## src/rtl/adv_pkg.sv

```systemverilog
// Shared types and constants for the scripted adventure player.
// Room indices follow the game's one-hot status bit order {d, win, s6..s0}.
package adv_pkg;

  typedef logic [3:0] dir_t;

  localparam dir_t DIR_NONE = 4'b0000;
  localparam dir_t DIR_N    = 4'b1000;
  localparam dir_t DIR_S    = 4'b0100;
  localparam dir_t DIR_E    = 4'b0010;
  localparam dir_t DIR_W    = 4'b0001;

  localparam logic [3:0] S0   = 4'd0;
  localparam logic [3:0] S1   = 4'd1;
  localparam logic [3:0] S2   = 4'd2;
  localparam logic [3:0] S3   = 4'd3;
  localparam logic [3:0] S4   = 4'd4;
  localparam logic [3:0] S5   = 4'd5;
  localparam logic [3:0] S6   = 4'd6;
  localparam logic [3:0] WIN  = 4'd7;
  localparam logic [3:0] DEAD = 4'd8;

  localparam logic [2:0] WIN_LEN  = 3'd6;
  localparam logic [2:0] LOSE_LEN = 3'd4;

  typedef struct packed {
    dir_t       dir;
    logic [3:0] room;
    logic       sword;
  } route_entry_t;

  typedef enum logic [2:0] {
    ST_IDLE,
    ST_PRECHECK,
    ST_DRIVE,
    ST_RELEASE,
    ST_CHECK,
    ST_DONE
  } state_t;

  function automatic logic [8:0] roomMask(input logic [3:0] idx);
    return 9'b1 << idx;
  endfunction

  function automatic logic [2:0] routeLen(input logic loseSel);
    return loseSel ? LOSE_LEN : WIN_LEN;
  endfunction

endpackage

```

## src/rtl/adv_route_rom.sv

```systemverilog
// Built-in win and lose routes; step 1 is the first move, other indices read as empty.
module adv_route_rom (
  input  logic       routeSel_i,
  input  logic [2:0] step_i,
  output logic [8:0] entry_o
);

  import adv_pkg::*;

  route_entry_t entry;

  always_comb begin
    entry = '{dir: DIR_NONE, room: S0, sword: 1'b0};
    if (!routeSel_i) begin
      case (step_i)
        3'd1:    entry = '{dir: DIR_E,         room: S1,  sword: 1'b0};
        3'd2:    entry = '{dir: DIR_S,         room: S2,  sword: 1'b0};
        3'd3:    entry = '{dir: DIR_W,         room: S3,  sword: 1'b1};
        3'd4:    entry = '{dir: DIR_E,         room: S2,  sword: 1'b1};
        3'd5:    entry = '{dir: DIR_S | DIR_E, room: S4,  sword: 1'b1};
        3'd6:    entry = '{dir: DIR_N,         room: WIN, sword: 1'b1};
        default: entry = '{dir: DIR_NONE,      room: S0,  sword: 1'b0};
      endcase
    end else begin
      case (step_i)
        3'd1:    entry = '{dir: DIR_E,         room: S1,   sword: 1'b0};
        3'd2:    entry = '{dir: DIR_S,         room: S2,   sword: 1'b0};
        3'd3:    entry = '{dir: DIR_S | DIR_E, room: S4,   sword: 1'b0};
        3'd4:    entry = '{dir: DIR_N,         room: DEAD, sword: 1'b0};
        default: entry = '{dir: DIR_NONE,      room: S0,   sword: 1'b0};
      endcase
    end
  end

  assign entry_o = entry;

endmodule

```

## src/rtl/adventure_player.sv

```systemverilog
// Scripted player replaying a win or lose route against the adventure game.
// Define ADV_PLAYER_SWORD_CHECK_EN to also compare the sword flag at each check.
module adventure_player #(
  parameter int HOLD_CYCLES   = 1,
  parameter int SETTLE_CYCLES = 1
) (
  input  logic       clk,
  input  logic       reset,
  input  logic       start,
  input  logic       route_sel,
  input  logic [8:0] room_i,
  input  logic       sword_i,
  output logic       n,
  output logic       s,
  output logic       e,
  output logic       w,
  output logic       busy,
  output logic       done,
  output logic       pass,
  output logic       fail,
  output logic [2:0] step
);

  import adv_pkg::*;

  localparam logic [15:0] HOLD_LAST   = 16'(HOLD_CYCLES - 1);
  localparam logic [15:0] SETTLE_LAST = 16'(SETTLE_CYCLES - 1);

  state_t      state_q, state_d;
  logic [2:0]  step_q, step_d;
  logic [15:0] cnt_q, cnt_d;
  logic        routeSel_q, routeSel_d;
  logic [3:0]  expRoom_q, expRoom_d;
  logic        expSword_q, expSword_d;
  dir_t        dir_q, dir_d;
  logic        busy_q, busy_d;
  logic        done_q, done_d;
  logic        pass_q, pass_d;
  logic        fail_q, fail_d;

  logic         checkOk;
  logic         roomOk;
  logic         swordOk;
  logic [8:0]   romBits;
  route_entry_t romEntry;

  // The ROM is addressed with the upcoming step so the direction register
  // is loaded on the same edge that enters DRIVE.
  adv_route_rom routeRom (
    .routeSel_i (routeSel_d),
    .step_i     (step_d),
    .entry_o    (romBits)
  );

  assign romEntry = route_entry_t'(romBits);
  assign roomOk   = (room_i == roomMask(expRoom_q));

`ifdef ADV_PLAYER_SWORD_CHECK_EN
  assign swordOk = (sword_i == expSword_q);
`else
  logic unusedSword;
  assign unusedSword = sword_i ^ expSword_q;
  assign swordOk     = 1'b1;
`endif

  always_ff @(posedge clk or posedge reset) begin
    if (reset) begin
      state_q    <= ST_IDLE;
      step_q     <= 3'd0;
      cnt_q      <= 16'd0;
      routeSel_q <= 1'b0;
      expRoom_q  <= S0;
      expSword_q <= 1'b0;
      dir_q      <= DIR_NONE;
      busy_q     <= 1'b0;
      done_q     <= 1'b0;
      pass_q     <= 1'b0;
      fail_q     <= 1'b0;
    end else begin
      state_q    <= state_d;
      step_q     <= step_d;
      cnt_q      <= cnt_d;
      routeSel_q <= routeSel_d;
      expRoom_q  <= expRoom_d;
      expSword_q <= expSword_d;
      dir_q      <= dir_d;
      busy_q     <= busy_d;
      done_q     <= done_d;
      pass_q     <= pass_d;
      fail_q     <= fail_d;
    end
  end

  always_comb begin
    state_d    = state_q;
    step_d     = step_q;
    cnt_d      = cnt_q;
    routeSel_d = routeSel_q;
    checkOk    = 1'b0;
    case (state_q)
      ST_IDLE, ST_DONE: begin
        if (start) begin
          state_d    = ST_PRECHECK;
          routeSel_d = route_sel;
          step_d     = 3'd0;
        end
      end
      ST_PRECHECK: begin
        checkOk = (room_i == roomMask(S0));
        if (checkOk) begin
          state_d = ST_DRIVE;
          step_d  = 3'd1;
          cnt_d   = 16'd0;
        end else begin
          state_d = ST_DONE;
        end
      end
      ST_DRIVE: begin
        if (cnt_q == HOLD_LAST) begin
          state_d = ST_RELEASE;
          cnt_d   = 16'd0;
        end else begin
          cnt_d = cnt_q + 16'd1;
        end
      end
      ST_RELEASE: begin
        if (cnt_q == SETTLE_LAST) begin
          state_d = ST_CHECK;
          cnt_d   = 16'd0;
        end else begin
          cnt_d = cnt_q + 16'd1;
        end
      end
      ST_CHECK: begin
        checkOk = roomOk && swordOk;
        if (!checkOk || (step_q == routeLen(routeSel_q))) begin
          state_d = ST_DONE;
        end else begin
          state_d = ST_DRIVE;
          step_d  = step_q + 3'd1;
          cnt_d   = 16'd0;
        end
      end
      default: state_d = ST_IDLE;
    endcase
  end

  // Verdict flags are captured on the edge entering DONE and held there.
  always_comb begin
    busy_d     = state_d inside {ST_PRECHECK, ST_DRIVE, ST_RELEASE, ST_CHECK};
    done_d     = (state_d == ST_DONE);
    pass_d     = 1'b0;
    fail_d     = 1'b0;
    dir_d      = DIR_NONE;
    expRoom_d  = expRoom_q;
    expSword_d = expSword_q;
    if (state_d == ST_DONE) begin
      if (state_q == ST_DONE) begin
        pass_d = pass_q;
        fail_d = fail_q;
      end else begin
        pass_d = checkOk;
        fail_d = !checkOk;
      end
    end
    if (state_d == ST_DRIVE) begin
      dir_d      = romEntry.dir;
      expRoom_d  = romEntry.room;
      expSword_d = romEntry.sword;
    end
  end

  assign n    = dir_q[3];
  assign s    = dir_q[2];
  assign e    = dir_q[1];
  assign w    = dir_q[0];
  assign busy = busy_q;
  assign done = done_q;
  assign pass = pass_q;
  assign fail = fail_q;
  assign step = step_q;

endmodule
```

## config.mk

```make
export PLATFORM = sky130hd
export DESIGN_NAME = adventure_player
export DESIGN_NICKNAME = d
export VERILOG_FILES = /design/src/rtl/adv_pkg.sv /design/src/rtl/adv_route_rom.sv /design/src/rtl/adventure_player.sv
export SDC_FILE = /design/constraint.sdc
export NUM_CORES = 1
export LEC_CHECK = 0
export ABC_CLOCK_PERIOD_IN_PS = 2700
export CORE_UTILIZATION = 40
export DETAILED_ROUTE_END_ITERATION = 16
export GPL_ROUTABILITY_DRIVEN = 0
export PLACE_DENSITY = 0.71
export SYNTH_ARGS = -nofsm -noshare
export SYNTH_HDL_FRONTEND = slang
export SYNTH_SLANG_ARGS = --single-unit
```

## constraint.sdc

```tcl
create_clock -name clk -period 2.7 [get_ports clk]
set_clock_uncertainty 0.15 [all_clocks]
set_input_delay 0.675 -clock clk [delete_from_list [all_inputs] [get_ports clk]]
set_output_delay 0.675 -clock clk [all_outputs]
set_load 0.05 [all_outputs]
```

==> results of run 1 <==
-- routing by layer --
layer / up-vias / part of all wire / global-route usage / wire length [um]
met5: - / 0 / 0 / 0
met4: 0 / 0.016 / 0.0926 / 90
met3: 9 / 0.025 / 0.0423 / 138
met2: 35 / 0.47 / 0.336 / 2610
met1: 962 / 0.48 / 0.277 / 2670
li1: 1008 / - / - / -
-- power breakdown --
group,switching (uW),total [uW],internal [uW]
Combinational,515,944,429
Sequential,69.3,652,583
Clock,212,391,180
Total,796,1990,1190
-- cell type report --
type	instances	area [um2]
sequential	35	877
inverter	13	48.8
tap	70	87.6
multi-input combinational	182	1400
clock inverter	3	20.0
timing repair buffer	76	648
clock buffer	5	68.8
fill	422	2030
-- stage by stage --
| step | instance area [um2] | utilization | hold slack, ns |
|---|---|---|---|
| 3_3_place_gp | 2780 | 0.538 | 0.374 |
| 6_report | 3150 | 0.608 | 0.393 |
| 4_1_cts | 3020 | 0.584 | 0.398 |
| 5_1_grt | 3150 | 0.608 | 0.427 |
| 3_5_place_dp | 2780 | 0.538 | 0.378 |
| 2_1_floorplan | 2180 | - | 0.355 |
-- repair_timing --
action	CTS	global route
gates resized for setup	43	28
pin swaps	17	7
setup endpoints to repair	31	24
hold endpoints to repair	0	0
cloned	1	0
setup buffers	4	2
-- critical path, delay by kind of cell --
family                 cells  cell delay (ns)
muxes                      1             0.27
and+or+nand+nor            3             0.59
buffers and inverters      2             0.46
AOI/OAI and AO/OA          3             0.91
-- cell families (layout without fill, tap and decap cells) --
family | Yosys count | after routing
buf+inv | 23 | 97
fa+ha+maj | 4 | 4
simple gates | 105 | 105
mux | 2 | 2
flops | 35 | 35
xor+xnor | 14 | 14
compound gates | 57 | 57
-- cell usage after synthesis (4+ instances only) --
cell | count | area share
nand3b_1 | 4 | 0.014
or3_1 | 6 | 0.017
nand3_1 | 8 | 0.019
nand4_1 | 5 | 0.014
dfrtp_1 | 35 | 0.41
nor3b_1 | 6 | 0.021
a21oi_1 | 12 | 0.028
nor2_1 | 29 | 0.050
nor2b_1 | 4 | 0.012
nand2b_1 | 4 | 0.012
buf_2 | 5 | 0.012
inv_1 | 13 | 0.023
o21ai_0 | 19 | 0.044
xnor2_1 | 12 | 0.049
and2_1 | 4 | 0.012
nand2_1 | 15 | 0.026
nor3_1 | 4 | 0.0093
nor4_1 | 4 | 0.012
-- path summary, 6_finish.rpt --
check,cells past startpoint,from,slack (ns),end
worst max register to register,9,expRoom_q[2]$_DFFE_PP0P_,-0.10,dir_q[2]$_DFF_PP0_
worst min register to register,1,pass$_DFFE_PP0P_,0.39,pass$_DFFE_PP0P_
worst max-delay path,9,room_i[8],-0.12,dir_q[2]$_DFF_PP0_
max in group asynchronous,3,reset,1.44,expRoom_q[2]$_DFFE_PP0P_
worst min-delay path,1,pass$_DFFE_PP0P_,0.39,pass$_DFFE_PP0P_
min in group asynchronous,3,reset,0.62,state_q[0]$_DFF_PP0_
-- cell usage in the layout (no fill, tap or decap), types with 3 or more instances in the layout --
master,count
buf_4,46
dfrtp_1,34
nor2_1,19
o21ai_0,15
nand2_1,14
clkdlybuf4s50_1,14
inv_1,13
xnor2_1,11
nor2_2,9
nand3_1,8
buf_6,8
a21oi_1,7
nand4_1,5
a21oi_2,5
clkbuf_8,5
nor2b_1,4
nand3b_1,4
or3_1,4
nor4_1,4
and2_1,4
nor3_2,4
dlygate4sd2_1,4
nand2b_1,3
nor3b_1,3
nor3b_2,3
ha_1,3
-- state kept, by name, indices dropped and copies added, names as in the netlist, 3 cells and up --
signal	cells
step	3
expRoom_q	4
cnt_q	16
state_q	3
dir_q	4
==> impl_metrics.py, run 1 <==
metrics = {
    "global_routing": {
        "grt_pass1_vias": 2015,
        "overflow": 0,
        "grt_pass1_wl_mm": 8.98,
        "grt_max_degree": 36,
        "track_usage": 0.210,
        "antenna_found_initial": 0,
    },
    "run": {
        "maxCapViolCount": 0,
    },
    "yosys": {
        "syn-cell-area_um2": 2160,
        "synthesis.nets": 257,
        "synth_ff_type": "dfrtp_1",
        "synth.area.mux_share": 0.00984,
        "yosys.area_share.simple": 0.270,
        "synth-seq-cells": 35,
        "synth_top_family_by_area": "simple AND/OR/NAND/NOR gates",
        "yosys.cell_types.count": 58,
        "avgSynthCellArea_um2": 9.01,
        "synth_fa_ha_area_frac": 0.0220,
        "synth_seq_area_share": 0.405,
        "synth_compound_area_frac": 0.189,
        "yosysWarnings": 0,
        "synth-edff-count": 0,
        "synthCells": 240,
        "synthXorXnorAreaFrac": 0.0567,
        "synth-async-reset-ratio": 1.00,
    },
    "clocking": {
        "cts_sinks": 35,
        "clk_latency_ns": 0.30,
        "ctsRootBufferMaster": "clkbuf_8",
        "cts_hold_buf": 0,
        "cts_max_level": 2,
        "cts_tree": "built",
        "clock_path_buffers": 2,
        "cts.clk_slew.worst_paths_ns": 0.08,
        "numCtsBuffers": 5,
    },
    "sta": {
        "finalHoldViolations": 0,
        "rsz0062_at_grt": "true",
        "maxSlewViolCount": 0,
        "period_minus_slack_ns": 2.82,
        "max_freq_mhz": 355,
        "finalSetupViolations": 22,
        "layout_setup_ws_ns": -0.116,
        "tightest_slew_ns": 0.497,
        "fin_setup_tns_ns": -0.820,
        "min_period_over_period": 1.04,
        "max_slew_margin": 0.667,
    },
    "route": {
        "drc": 0,
        "drt_iter0_markers": 117,
        "dr.pass1.iters": 4,
        "totalWireLength_mm": 5.51,
        "ant_nets": 0,
        "via_count": 2014,
        "vias_per_cell": 5.24,
        "wl_per_cell_um": 14.4,
    },
    "floorplanning": {
        "die_area_um2": 5700,
        "start_util": 0.418,
        "ios": 25,
        "core_um2": 5170,
        "rows": 26,
        "die_w_um": 75.5,
        "die_h_um": 75.5,
    },
    "setup_path": {
        "end_kind": "register",
        "worst_path_max_delay_cell": "a311o_1",
        "cpPeakStageDelay_ns": 0.40,
        "worstSetupPathType": "in -> reg",
        "startpoint_type": "input port",
        "crit_chain": "clkdlybuf4s15_1 -> a311o_1 -> a221oi_4 -> nand4_1 -> buf_4 -> a2bb2oi_4 -> or2_4 -> mux2_4 -> nor2_2",
        "arrival_ns": 2.90,
        "cp.required_ns": 2.78,
        "cp_max_fo": 6,
    },
    "place": {
        "io_buffer_count": 23,
        "dp_cells": 369,
        "dpl_worst_slack_ns": -0.840,
        "dp_hpwl_mm": 3.75,
    },
    "outcome": {
        "status": "finished with violations",
        "violations": "setup timing",
    },
    "power_and_ir_drop": {
        "irDropWorstVdd_uv": 388,
        "p_leak_uw": 0.00132,
        "finalPower_uw": 1990,
        "pwr_density_cell_nw_per_um2": 632,
    },
    "min_path": {
        "min-delay-path-class": "reg -> reg",
    },
    "layout": {
        "instances_no_fill": 384,
        "n_antenna_cell": 0,
        "final_nets": 330,
        "drive_above_1_share": 0.360,
        "syn2layout_area_growth_pct": 45.5,
    },
}
(Power assumes the default switching activity.)
==> inputs of run 2 (changes only) <==
Settings changed: CORE_UTILIZATION 40 to 30, GPL_TIMING_DRIVEN from default to 1, PLACE_DENSITY 0.71 to 0.58.
==> impl_metrics.py, run 2 (synthesis gave the netlist of run 1 again) <==
metrics = {
    "sta": {
        "finalHoldViolations": 0,
        "min_period_over_period": 1.07,
        "tightest_slew_ns": 0.492,
        "maxSlewViolCount": 0,
        "period_minus_slack_ns": 2.90,
        "rsz0062_at_grt": "true",
        "max_freq_mhz": 345,
        "fin_setup_tns_ns": -1.79,
        "max_slew_margin": 0.671,
        "finalSetupViolations": 17,
        "layout_setup_ws_ns": -0.196,
    },
    "place": {
        "dp_cells": 394,
        "io_buffer_count": 23,
        "dpl_worst_slack_ns": -0.841,
        "dp_hpwl_mm": 3.69,
        "placed_area_um2": 2810,
    },
    "power_and_ir_drop": {
        "p_leak_uw": 0.00141,
        "pwr_density_cell_nw_per_um2": 635,
        "irDropWorstVdd_uv": 226,
    },
    "layout": {
        "top_regs": "cnt_q: 16 flops, dir_q: 4 flops, expRoom_q: 4 flops",
        "layout_common_cells": "buf_4 (52), dfrtp_1 (32), nor2_1 (24)",
        "seq_area_um2": 880,
        "n_antenna_cell": 0,
        "instances_no_fill": 419,
        "drive_above_1_share": 0.402,
        "regMostFlops": "cnt_q",
        "largest_reg_flops": 16,
        "layout_commonest_cell": "buf_4",
        "design_area_um2": 3340,
        "final_util": 0.486,
        "syn2layout_area_growth_pct": 54.3,
        "fill_cells": 639,
        "final_nets": 339,
        "multi_input_area_um2": 1450,
    },
    "floorplanning": {
        "die_area_um2": 7550,
        "start_util": 0.315,
        "core_um2": 6870,
        "rows": 30,
        "ios": 25,
        "die_h_um": 86.9,
        "die_w_um": 86.9,
    },
    "route": {
        "ant_nets": 0,
        "vias_per_cell": 4.92,
        "totalWireLength_mm": 5.48,
        "drc": 0,
        "via_count": 2062,
        "drt_iter0_markers": 132,
        "dr.pass1.iters": 4,
        "wl_per_cell_um": 13.1,
    },
    "global_routing": {
        "grt_max_degree": 36,
        "antenna_found_initial": 0,
        "overflow": 0,
        "track_usage": 0.157,
        "grt_pass1_wl_mm": 9.29,
        "grt_pass1_vias": 1990,
    },
    "clocking": {
        "numCtsBuffers": 5,
        "clk_latency_ns": 0.29,
        "cts_hold_buf": 0,
        "cts_tree": "built",
        "cts_max_level": 2,
        "ctsRootBufferMaster": "clkbuf_8",
        "cts_sinks": 35,
        "clock_path_buffers": 2,
        "cts.clk_slew.worst_paths_ns": 0.08,
    },
    "setup_path": {
        "cpPeakStageDelay_ns": 0.45,
        "end_kind": "register",
        "crit_chain": "buf_6 -> or3_4 -> a211oi_2 -> o22a_2 -> buf_6 -> nand4_4 -> and2_4 -> a2111o_1 -> nor2b_2 -> o21ai_1 -> o22a_1",
        "worstSetupPathType": "reg -> reg",
        "cp_max_fo": 5,
        "crit_top_cell": "buf_6",
        "worst_path_max_delay_cell": "dfrtp_2",
        "cp_top_family": "compound AO/OA/AOI/OAI gates",
        "r2r_setup_slack_ns": -0.20,
        "startpoint_type": "register",
        "arrival_ns": 2.92,
        "critPathBufInv": 2,
        "cp.required_ns": 2.72,
    },
    "min_path": {
        "min-delay-path-class": "reg -> reg",
    },
    "outcome": {
        "violations": "setup timing",
        "status": "finished with violations",
    },
    "run": {
        "maxCapViolCount": 0,
    },
}
run 2: worst paths after layout:
| path | startpoint | to | cells after the start |
|---|---|---|---|
| worst min register to register | cnt_q[15]$_DFFE_PP0P_ | cnt_q[15]$_DFFE_PP0P_ | 2 |
| worst min-delay path | cnt_q[15]$_DFFE_PP0P_ | cnt_q[15]$_DFFE_PP0P_ | 2 |
| worst max-delay path | expRoom_q[2]$_DFFE_PP0P_ | expRoom_q[1]$_DFFE_PP0P_ | 11 |
| min in group asynchronous | reset | dir_q[2]$_DFF_PP0_ | 3 |
| worst max register to register | expRoom_q[2]$_DFFE_PP0P_ | expRoom_q[1]$_DFFE_PP0P_ | 11 |
| max in group asynchronous | reset | expRoom_q[1]$_DFFE_PP0P_ | 3 |
run 2: final cells by class:
type | count | share of cell area
multi-input cells | 182 | 0.435
flip-flops and latches | 35 | 0.264
repair buffers | 85 | 0.215
well taps | 96 | 0.0360
clock buffers | 6 | 0.0248
inverters | 13 | 0.0146
clock inverters | 2 | 0.0116
run 2: per-layer routing:
metal / share of wire / vias to the layer above / global-route usage / wire [um]
li1: - / 1023 / - / -
met1: 0.47 / 979 / 0.222 / 2550
met2: 0.48 / 51 / 0.238 / 2630
met3: 0.036 / 9 / 0.0341 / 196
met4: 0.020 / 0 / 0.0515 / 107
met5: 0 / - / 0 / 0
run 2: power by group:
part / leakage (uW) / switching, uW / internal, uW
Sequential: 0.000469 / 67.3 / 584
Clock: 0.0000618 / 210 / 304
Combinational: 0.000877 / 510 / 443
run 2: stage by stage:
| step | power, uW | hold slack, ns |
|---|---|---|
| 3_3_place_gp | 1450 | 0.380 |
| 3_5_place_dp | 1450 | 0.381 |
| 6_report | 2120 | 0.397 |
| 4_1_cts | 2020 | 0.404 |
| 5_1_grt | 2240 | 0.419 |
| 2_1_floorplan | 1140 | 0.355 |
run 2: worst register-to-register path, cell delays in order, from the launching register on:
cell      delay [ns]
dfrtp_2         0.45
buf_6           0.13
or3_4           0.37
a211oi_2        0.25
o22a_2          0.21
buf_6           0.10
nand4_4         0.08
and2_4          0.16
a2111o_1        0.44
nor2b_2         0.17
o21ai_1         0.08
o22a_1          0.19
run 2: what timing repair did:
item	CTS	global route
resized for setup	50	44
setup buffers	11	8
endpoints found under the setup margin	28	26
endpoints found under the hold margin	0	0
gates cloned	1	0
pin swaps	31	30
